===== config.mk =====
export PLATFORM = sky130hd
export DESIGN_NAME = orb_wr_arbiter
export DESIGN_NICKNAME = d
export VERILOG_FILES = /design/src/rtl/orb_pkg.sv /design/src/rtl/orb_rr_pick.sv /design/src/rtl/orb_wr_arbiter.sv
export SDC_FILE = /design/constraint.sdc
export NUM_CORES = 1
export LEC_CHECK = 0
export CAP_MARGIN = 10
export CORE_MARGIN = 5
export CORE_UTILIZATION = 40
export DETAILED_ROUTE_END_ITERATION = 10
export PLACE_DENSITY = 0.63
export SLEW_MARGIN = 5
export SYNTH_ARGS = -nofsm -noshare
export SYNTH_HDL_FRONTEND = slang
export SYNTH_SLANG_ARGS = --single-unit

===== constraint.sdc =====
create_clock -name clk -period 7.9 [get_ports clk]
set_clock_uncertainty 0.1 [all_clocks]
set_input_delay 1.58 -clock clk [delete_from_list [all_inputs] [get_ports clk]]
set_output_delay 1.58 -clock clk [all_outputs]
set_load 0.05 [all_outputs]

===== src/rtl/orb_pkg.sv =====
// Shared constants, source indices and slot entry type for the orbit-frame write arbiter.
package orb_pkg;

  localparam int ORB_AW   = 11;
  localparam int ORB_DW   = 12;
  localparam int ORB_NSRC = 5;
  localparam int ORB_PW   = $clog2(ORB_NSRC);

  localparam int SRC_FAST1 = 0;
  localparam int SRC_FAST2 = 1;
  localparam int SRC_SLOW1 = 2;
  localparam int SRC_SLOW2 = 3;
  localparam int SRC_TEMP  = 4;

  // One buffered write: bank is the sw value seen when the strobe was captured.
  typedef struct packed {
    logic              valid;
    logic              bank;
    logic [ORB_AW-1:0] addr;
    logic [ORB_DW-1:0] data;
  } orb_slot_t;

  // Round-robin pointer successor, wrapping at the last source.
  function automatic logic [ORB_PW-1:0] orb_next_ptr(input logic [ORB_PW-1:0] k);
    return (k == ORB_PW'(ORB_NSRC - 1)) ? '0 : k + 1'b1;
  endfunction

endpackage


===== src/rtl/orb_rr_pick.sv =====
// Combinational round-robin picker: first valid slot at or above the pointer, modulo N.
module orb_rr_pick
  import orb_pkg::*;
#(
  parameter int N  = ORB_NSRC,
  parameter int PW = $clog2(N)
) (
  input  logic [N-1:0]  i_valid,
  input  logic [PW-1:0] i_ptr,
  output logic [N-1:0]  o_grant,
  output logic [PW-1:0] o_idx,
  output logic          o_any
);

  // Scan from the farthest offset down so the nearest valid slot is the last one written.
  always_comb begin
    int          k;
    logic [PW-1:0] w_k;
    o_grant = '0;
    o_idx   = '0;
    o_any   = 1'b0;
    k       = 0;
    w_k     = '0;
    for (int j = N - 1; j >= 0; j--) begin
      k = int'(i_ptr) + j;
      if (k >= N) k = k - N;
      w_k = PW'(k);
      if (i_valid[w_k]) begin
        o_grant      = '0;
        o_grant[w_k] = 1'b1;
        o_idx        = w_k;
        o_any        = 1'b1;
      end
    end
  end

endmodule


===== src/rtl/orb_wr_arbiter.sv =====
// Buffers one write per packer source and grants the shared bank-steered RAM port round-robin.
module orb_wr_arbiter
  import orb_pkg::*;
#(
  parameter int N_SRC = ORB_NSRC,
  parameter int AW    = ORB_AW,
  parameter int DW    = ORB_DW
) (
  input  logic                clk,
  input  logic                rst,
  input  logic [N_SRC-1:0]    req,
  input  logic [N_SRC*AW-1:0] addr_in,
  input  logic [N_SRC*DW-1:0] data_in,
  input  logic                sw,
  output logic [AW-1:0]       wraddr,
  output logic [DW-1:0]       wdata,
  output logic                wren1,
  output logic                wren2,
  output logic [N_SRC-1:0]    pending,
  output logic [N_SRC-1:0]    ovf,
  input  logic                ovf_clr
);

  localparam int PW = ORB_PW;

  orb_slot_t        r_slot [N_SRC];
  logic [N_SRC-1:0] r_ovf;
  logic [PW-1:0]    r_ptr;
  logic [AW-1:0]    r_wraddr;
  logic [DW-1:0]    r_wdata;
  logic             r_wren1;
  logic             r_wren2;

  logic [AW-1:0]    w_addr [N_SRC];
  logic [DW-1:0]    w_data [N_SRC];
  logic [N_SRC-1:0] w_valid;
  logic [N_SRC-1:0] w_grant;
  logic [N_SRC-1:0] w_ovf_set;
  logic [PW-1:0]    w_idx;
  logic             w_any;
  orb_slot_t        w_sel;

  genvar gi;
  generate
    for (gi = 0; gi < N_SRC; gi++) begin : g_unpack
      assign w_addr[gi]  = addr_in[gi*AW +: AW];
      assign w_data[gi]  = data_in[gi*DW +: DW];
      assign w_valid[gi] = r_slot[gi].valid;
    end
  endgenerate

  orb_rr_pick #(.N(N_SRC), .PW(PW)) u_pick (
    .i_valid (w_valid),
    .i_ptr   (r_ptr),
    .o_grant (w_grant),
    .o_idx   (w_idx),
    .o_any   (w_any)
  );

  // A strobe into an occupied slot that is not draining this edge is lost.
  assign w_ovf_set = req & w_valid & ~w_grant;
  assign w_sel     = r_slot[w_idx];

  // Slot capture/drain and sticky overflow; a new overflow wins over a same-edge clear.
  always_ff @(posedge clk or negedge rst) begin
    if (!rst) begin
      for (int i = 0; i < N_SRC; i++) r_slot[i] <= '0;
      r_ovf <= '0;
    end else begin
      for (int i = 0; i < N_SRC; i++) begin
        if (req[i] && (!r_slot[i].valid || w_grant[i])) begin
          r_slot[i] <= '{valid: 1'b1, bank: sw, addr: w_addr[i], data: w_data[i]};
        end else if (w_grant[i]) begin
          r_slot[i].valid <= 1'b0;
        end
      end
      r_ovf <= (r_ovf & {N_SRC{~ovf_clr}}) | w_ovf_set;
    end
  end

  // Write port register: one granted entry per clock, steered by its captured bank tag.
  always_ff @(posedge clk or negedge rst) begin
    if (!rst) begin
      r_ptr    <= '0;
      r_wraddr <= '0;
      r_wdata  <= '0;
      r_wren1  <= 1'b0;
      r_wren2  <= 1'b0;
    end else if (w_any) begin
      r_ptr    <= orb_next_ptr(w_idx);
      r_wraddr <= w_sel.addr;
      r_wdata  <= w_sel.data;
      r_wren1  <= w_sel.bank;
      r_wren2  <= ~w_sel.bank;
    end else begin
      r_wren1  <= 1'b0;
      r_wren2  <= 1'b0;
    end
  end

  assign wraddr  = r_wraddr;
  assign wdata   = r_wdata;
  assign wren1   = r_wren1;
  assign wren2   = r_wren2;
  assign pending = w_valid;
  assign ovf     = r_ovf;

endmodule


; ---- Yosys cells after proc, flatten, opt, wreduce, memory -nomap -nowiden
; Index checks and enable logic that the tools add are counted.
[word_totals]
input_bits = 124
regBits = 158
wordCells = 142
output_inout_bits = 35
[classes]
eq_ne = 1
mux = 56
n_reduce_logical = 25
n_lt_le_gt_ge = 16
addsub = 10
n_bitwise = 8
[op_table]
columns = cell, count
row1 = binary-select mux 25 bit (select 3 bit), 1
row2 = 2-to-1 mux 24 bit, 2
row3 = 2-to-1 mux 3 bit, 11
row4 = 2-to-1 mux 1 bit, 27
row5 = 2-to-1 mux 5 bit, 5
row6 = "less-than comparator 3 x 4 -> 1 bit, second input constant", 5
row7 = "greater-or-equal comparator 4 x 3 -> 1 bit, second input constant", 4
row8 = bitwise AND 5 bit, 3
row9 = binary-select mux 1 bit (select 3 bit), 5
row10 = demux 1 bit (select 3 bit), 5
row11 = "greater-or-equal comparator 3 x 1 -> 1 bit, second input constant", 5
row12 = "subtractor 3 bit, second input constant", 5
row13 = logical AND 1 bit, 10
row14 = nonzero test 2 bit, 5
row15 = "adder 3 x 2 -> 4 bit, second input constant", 2
row16 = zero test 1 bit, 5
row17 = logical OR 1 bit, 5
row18 = inverter 5 bit, 1
row19 = bitwise OR 5 bit, 1
row20 = "adder 3 x 1 -> 4 bit, second input constant", 1
row21 = "adder 3 x 3 -> 4 bit, second input constant", 1
row22 = "greater-or-equal comparator 4 bit, second input constant", 1
row23 = inverter 3 -> 4 bit, 1
row24 = "adder 3 x 1 -> 3 bit, second input constant", 1
row25 = 3 further kinds, 4

; ---- Depth between registers and ports, before layout
[logic_depth]
word_depth = 16
mapped_depth = 19
depth_no_buf = 16

; ---- Hierarchy
; A second synthesis with hierarchy kept.
[unflattened]
hier_cells = 721
hier_area_um2 = 8489.4
[modules_own_cells]
columns = mod, n_inst, seq_area_each_um2, area_each_um2, cells_per_inst
row1 = orb_wr_arbiter, 1, 3953.8, 6921.6, 504
row2 = orb_rr_pick, 1, 0.0, 1567.8, 217

; ---- Least setup slack after synthesis
; No wires, ideal clock.
[synth_path]
path_type = register to register
startpoint = reg r_ptr[1]
endpoint = reg r_slot[79] (netlist bit)
n_path_buf = 3
synth_period_minus_slack_ps = 3832
setup_slack_ps = 4068
setup_ps = 125
stages_incl_launch_ff = 15
required_time_ps = 7675
arrival_time_ps = 3607
path_cell_list = dfrtp_1 > inv_1 > ha_1 > ha_1 > a21oi_2 > mux2i_1 > a2111oi_4 > or2_1 > buf_6 > o311a_1 > o31ai_2 > and2_1 > buf_6 > buf_12 > mux2_4
[synth_via]
elab_chain_cells = 14
elab_cells_between_ends = 61
classes_between = add/sub (9) / order compare (15) / mux (30) / reduce/logical (7)
[synth_rtl]
columns = element, line_no
row1 = start: declaration, orb_wr_arbiter.sv:28  ; logic [PW-1:0] r_ptr;
row2 = start signal: assignment, orb_wr_arbiter.sv:90  ; r_ptr <= orb_next_ptr(w_idx);
row3 = adder 3 x 3 -> 4 bit, orb_rr_pick.sv:25  ; k = int'(i_ptr) + j;
row4 = greater-or-equal comparator 4 x 3 -> 1 bit / subtractor 3 bit (equally long branches), orb_rr_pick.sv:26  ; if (k >= N) k = k - N;
row5 = 2-to-1 mux 3 bit, orb_rr_pick.sv:26
row6 = less-than comparator 3 x 4 -> 1 bit (implied by the code) / greater-or-equal comparator 3 x 1 -> 1 bit (equally long branches), orb_rr_pick.sv:30  ; o_grant[w_k] = 1'b1;
row7 = logical AND 1 bit (implied by the code), orb_rr_pick.sv:30
row8 = 2-to-1 mux 1 bit (implied by the code), orb_rr_pick.sv:30
row9 = demux 1 bit (select 3 bit), --
row10 = 2-to-1 mux 5 bit (4 in series), orb_rr_pick.sv:28  ; if (i_valid[w_k]) begin
row11 = 2-to-1 mux 5 bit *, orb_rr_pick.sv:28
row12 = logical OR 1 bit *, orb_wr_arbiter.sv:71  ; if (req[i] && (!r_slot[i].valid || w_grant[i])) begin
row13 = logical AND 1 bit *, orb_wr_arbiter.sv:71
row14 = end signal: indexed assignment, orb_wr_arbiter.sv:72  ; r_slot[i] <= '{valid: 1'b1, bank: sw, addr: w_addr[i], data: w_data[i]};
row15 = end: declaration, orb_wr_arbiter.sv:26  ; orb_slot_t r_slot [N_SRC];
; Every way passes the cells marked *; elsewhere a longest branch is shown, timed or not. The select of a mux whose other input is x is not followed.
; A chain may end at the register's enable or synchronous reset.

; ---- Worst setup path after layout
[layout_path]
startpoint = reg r_ptr[0]
endpoint = reg r_wraddr[4], in the netlist wraddr[4]
[layout_via]
elab_chain_cells = 14
elab_cells_between_ends = 43
classes_between = add/sub (9) / order compare (5) / mux (28) / bitwise (1)
[layout_rtl]
columns = element, line_no
row1 = adder 3 x 3 -> 4 bit, orb_rr_pick.sv:25
row2 = greater-or-equal comparator 4 x 3 -> 1 bit / subtractor 3 bit (equally long branches), orb_rr_pick.sv:26
row3 = 2-to-1 mux 3 bit, orb_rr_pick.sv:26
row4 = binary-select mux 1 bit (select 3 bit), orb_rr_pick.sv:28
row5 = 2-to-1 mux 1 bit (implied by the code), orb_rr_pick.sv:28
row6 = 2-to-1 mux 3 bit (5 in series), orb_rr_pick.sv:28
row7 = inverter 3 -> 4 bit (implied by the code), orb_wr_arbiter.sv:62  ; assign w_sel = r_slot[w_idx];
row8 = binary-select mux 25 bit (select 3 bit), orb_wr_arbiter.sv:62
row9 = 2-to-1 mux 24 bit (implied by the code) (2 in series), orb_wr_arbiter.sv:62
row10 = end signal: assignment, orb_wr_arbiter.sv:91  ; r_wraddr <= w_sel.addr;
row11 = end: declaration, orb_wr_arbiter.sv:29  ; logic [AW-1:0] r_wraddr;
; Parallel ways exist; a longest one is shown, timed or not. The select of a mux whose other input is x is not followed.

==> results.yml <==
run_status:
  status: "finished, final reports clean"
clocking:
  cts_buffers: 17
  cts_root_buffer: "clkbuf_16"
  cts_tree: "done"
  cts_resized: 0
  htree_num_levels: 4
  clkSinkCount: 158
  post-cts-setup-buffers: 0
  clk_path_buf_depth: 2
  hold_buffers: 0
  cts.clk_slew.worst_paths_ns: 0.07
  insertion_delay_ns: 0.43
sta:
  post-route-period-util_pct: 68.25
  tightest_slew_ns: 1.057
  fmaxAchievable_mhz: 185.5
  tns_ns: 0
  hold_violations: 0
  setup_viol: 0
  maxSlewViolCount: 0
  rsz0062_at_grt: "no"
  period_needed_ns: 5.392
  slew_headroom_pct: 29.28
floorplan:
  die_h_um: 156.5
  initial_core_util_pct: 40.71
  dieArea_sq_um: 24490
  core_sq_um: 21090
  rows: 53
  io_pins: 159
  die_w_um: 156.5
setup_path:
  cp_num_buf_inv: 4
  cp-end-kind: "flip-flop"
  crit_family: "simple AND/OR/NAND/NOR gates"
  worst_path_max_delay_cell: "ha_1"
  path_common_cell: "inv_2"
  crit_fanout: 33
  required_ns: 8.11
  r2r_slack_ns: 2.51
  arrival_ns: 5.61
  r2r-end: "wraddr[4]"
  worstSetupPathType: "flip-flop to flip-flop"
  reg2reg_from: "r_ptr[0]"
  worstSetupStartpointType: "flip-flop"
  worstRegToRegCells: 13
  max_stage_delay_ns: 0.78
  worstPathCellList: "buf_4, inv_2, ha_1, inv_1, nor2_1, o32ai_1, nor4_2, a2111oi_0, a211oi_1, o41ai_4, inv_2, nand3_2, o221ai_1"
run:
  max_cap_viol_count: 0
synthesis:
  synthFlopType: "dfrtp_1"
  synthCells: 675
  ys_top_cells_by_area: "dfrtp_1 46%, mux2_1 8.7%, mux2i_1 6.5%"
  synthesis.nets: 811
  synth_edf_count: 0
  ys.warnings.count: 0
  synth_top_area_share_pct: 46.06
  syn_avg_cell_area_sq_um: 12.72
  syn-cell-area_sq_um: 8584
  ys_seq_elements: 158
  async_reset_ff_share_pct: 100.0
  yosysSeqAreaShare_pct: 46.06
  synth_cell_types: 87
  synth_largest_area_cell: "dfrtp_1"
global_routing:
  grt_pass1_wl_um: 37360
  antenna_found_initial: 5
  grt_max_degree: 85
  grt_pass1_vias: 6663
  grtUsageTotal_pct: 19.72
  gr-total-overflow: 0
routing:
  vias_per_cell: 5.637
  drt-total-wl_um: 24120
  antenna_left: 0
  first_pass_iters: 5
  vias: 6218
  first_iter_violations: 342
  drc: 0
  wl_per_cell_um: 21.87
finish:
  mostFrequentLayoutCells: "158 x dfrtp_1, 157 x clkdlybuf4s50_1, 66 x mux2_1, 56 x mux2i_1, 29 x mux2_4"
  final_common_cell: "dfrtp_1"
  drive_gt1_share_pct: 16.30
  nets: 951
  area_growth_pct: 25.90
  n_antenna_cell: 0
min_path:
  min_path_cells: 1
  hold_path_class: "flip-flop to flip-flop"
  hold_end: "r_slot[114]"
  min_from: "r_slot[114]"
place:
  hpwlAfterDp_um: 17400
  port_buffers: 158
  finalWeightedCongestion: 0.9553
layer usage:
| layer | part of all wire [%] | vias up | global-route usage [%] | wire length (um) |
|---|---|---|---|---|
| li1 | - | 2845 | - | - |
| met1 | 43 | 3092 | 26.01 | 10330 |
| met2 | 48 | 231 | 31.89 | 11600 |
| met3 | 6.9 | 40 | 5.420 | 1662 |
| met4 | 1.9 | 10 | 5.826 | 468 |
| met5 | 0.24 | - | 0 | 58 |
through the flow:
step	instances	util (%)	hold WS [ns]	instance area, sq um	setup WS (ns)
3_3_place_gp	1071	48.49	0.3682	10230	2.791
6_report	1103	51.25	0.3895	10810	2.508
5_1_grt	1103	51.25	0.4015	10810	2.127
2_1_floorplan	675	-	0.3576	8584	4.068
3_5_place_dp	1071	48.49	0.3763	10230	2.562
4_1_cts	1103	51.25	0.3915	10810	2.523
logic make-up (layout without fill, tap and decap cells):
| kind of cell | after synthesis | after routing | share of synthesized area (%) |
|---|---|---|---|
| AOI/OAI and AO/OA | 165 | 165 | 17.05 |
| xor gates and xnor gates | 2 | 2 | 0.2041 |
| adders and majority gates | 12 | 12 | 1.836 |
| buffers and inverters | 60 | 213 | 4.752 |
| DFF | 158 | 158 | 46.06 |
| muxes | 178 | 178 | 23.93 |
| and+or+nand+nor | 100 | 100 | 6.165 |
synth_stat cells, types with 3 or more instances:
cell       count
buf_6         12
a31oi_1        3
o2bb2ai_1      3
nor2b_1        5
o211ai_1       6
o221ai_1      23
or2_2          6
nand2b_1       8
ha_1          11
buf_4         12
nor2_1        21
a211oi_1       3
mux2_4        29
and2_1         4
o22a_1         3
mux2_2        26
a21o_1         8
o21ai_0       16
o31ai_1        3
mux2i_1       56
clkbuf_1       4
o22ai_1        4
a21oi_1       13
o311a_1        4
dfrtp_1      158
mux2_1        66
buf_2         12
a22oi_1       23
a21oi_2        3
nand2_1       21
nand3_1        8
nor3_1         9
a22o_1         3
inv_1         16
worst max path at each step:
stage	startpoint	end	cells after the start
final	r_ptr[0]	wraddr[4]	13
after global routing	r_ptr[0]	wdata[2]	13
after CTS	r_ptr[0]	wdata[2]	13
after detailed placement	r_ptr[0]	wraddr[4]	13
after global placement	r_ptr[0]	wdata[0]	13
after floorplan	r_ptr[1]	r_slot[79]	14
flip-flops by register name (all words and copies together), names as in the netlist:
signal / cells
wren2: 1
wdata: 12
wraddr: 11
ovf: 5
wren1: 1
r_slot: 120
pending: 5
r_ptr: 3
cell type report:
class	instances	area, sq um
fill	1823	10280
multi-input combinational	457	4240
sequential	158	3954
timing repair buffer	163	1620
clock buffer	18	429.2
tap	275	344.1
clock inverter	14	152.6
inverter	18	67.56
Power is left out: the tool's default activity adds up to more than one toggle a clock period on the data nets, which glitch-free logic cannot reach.
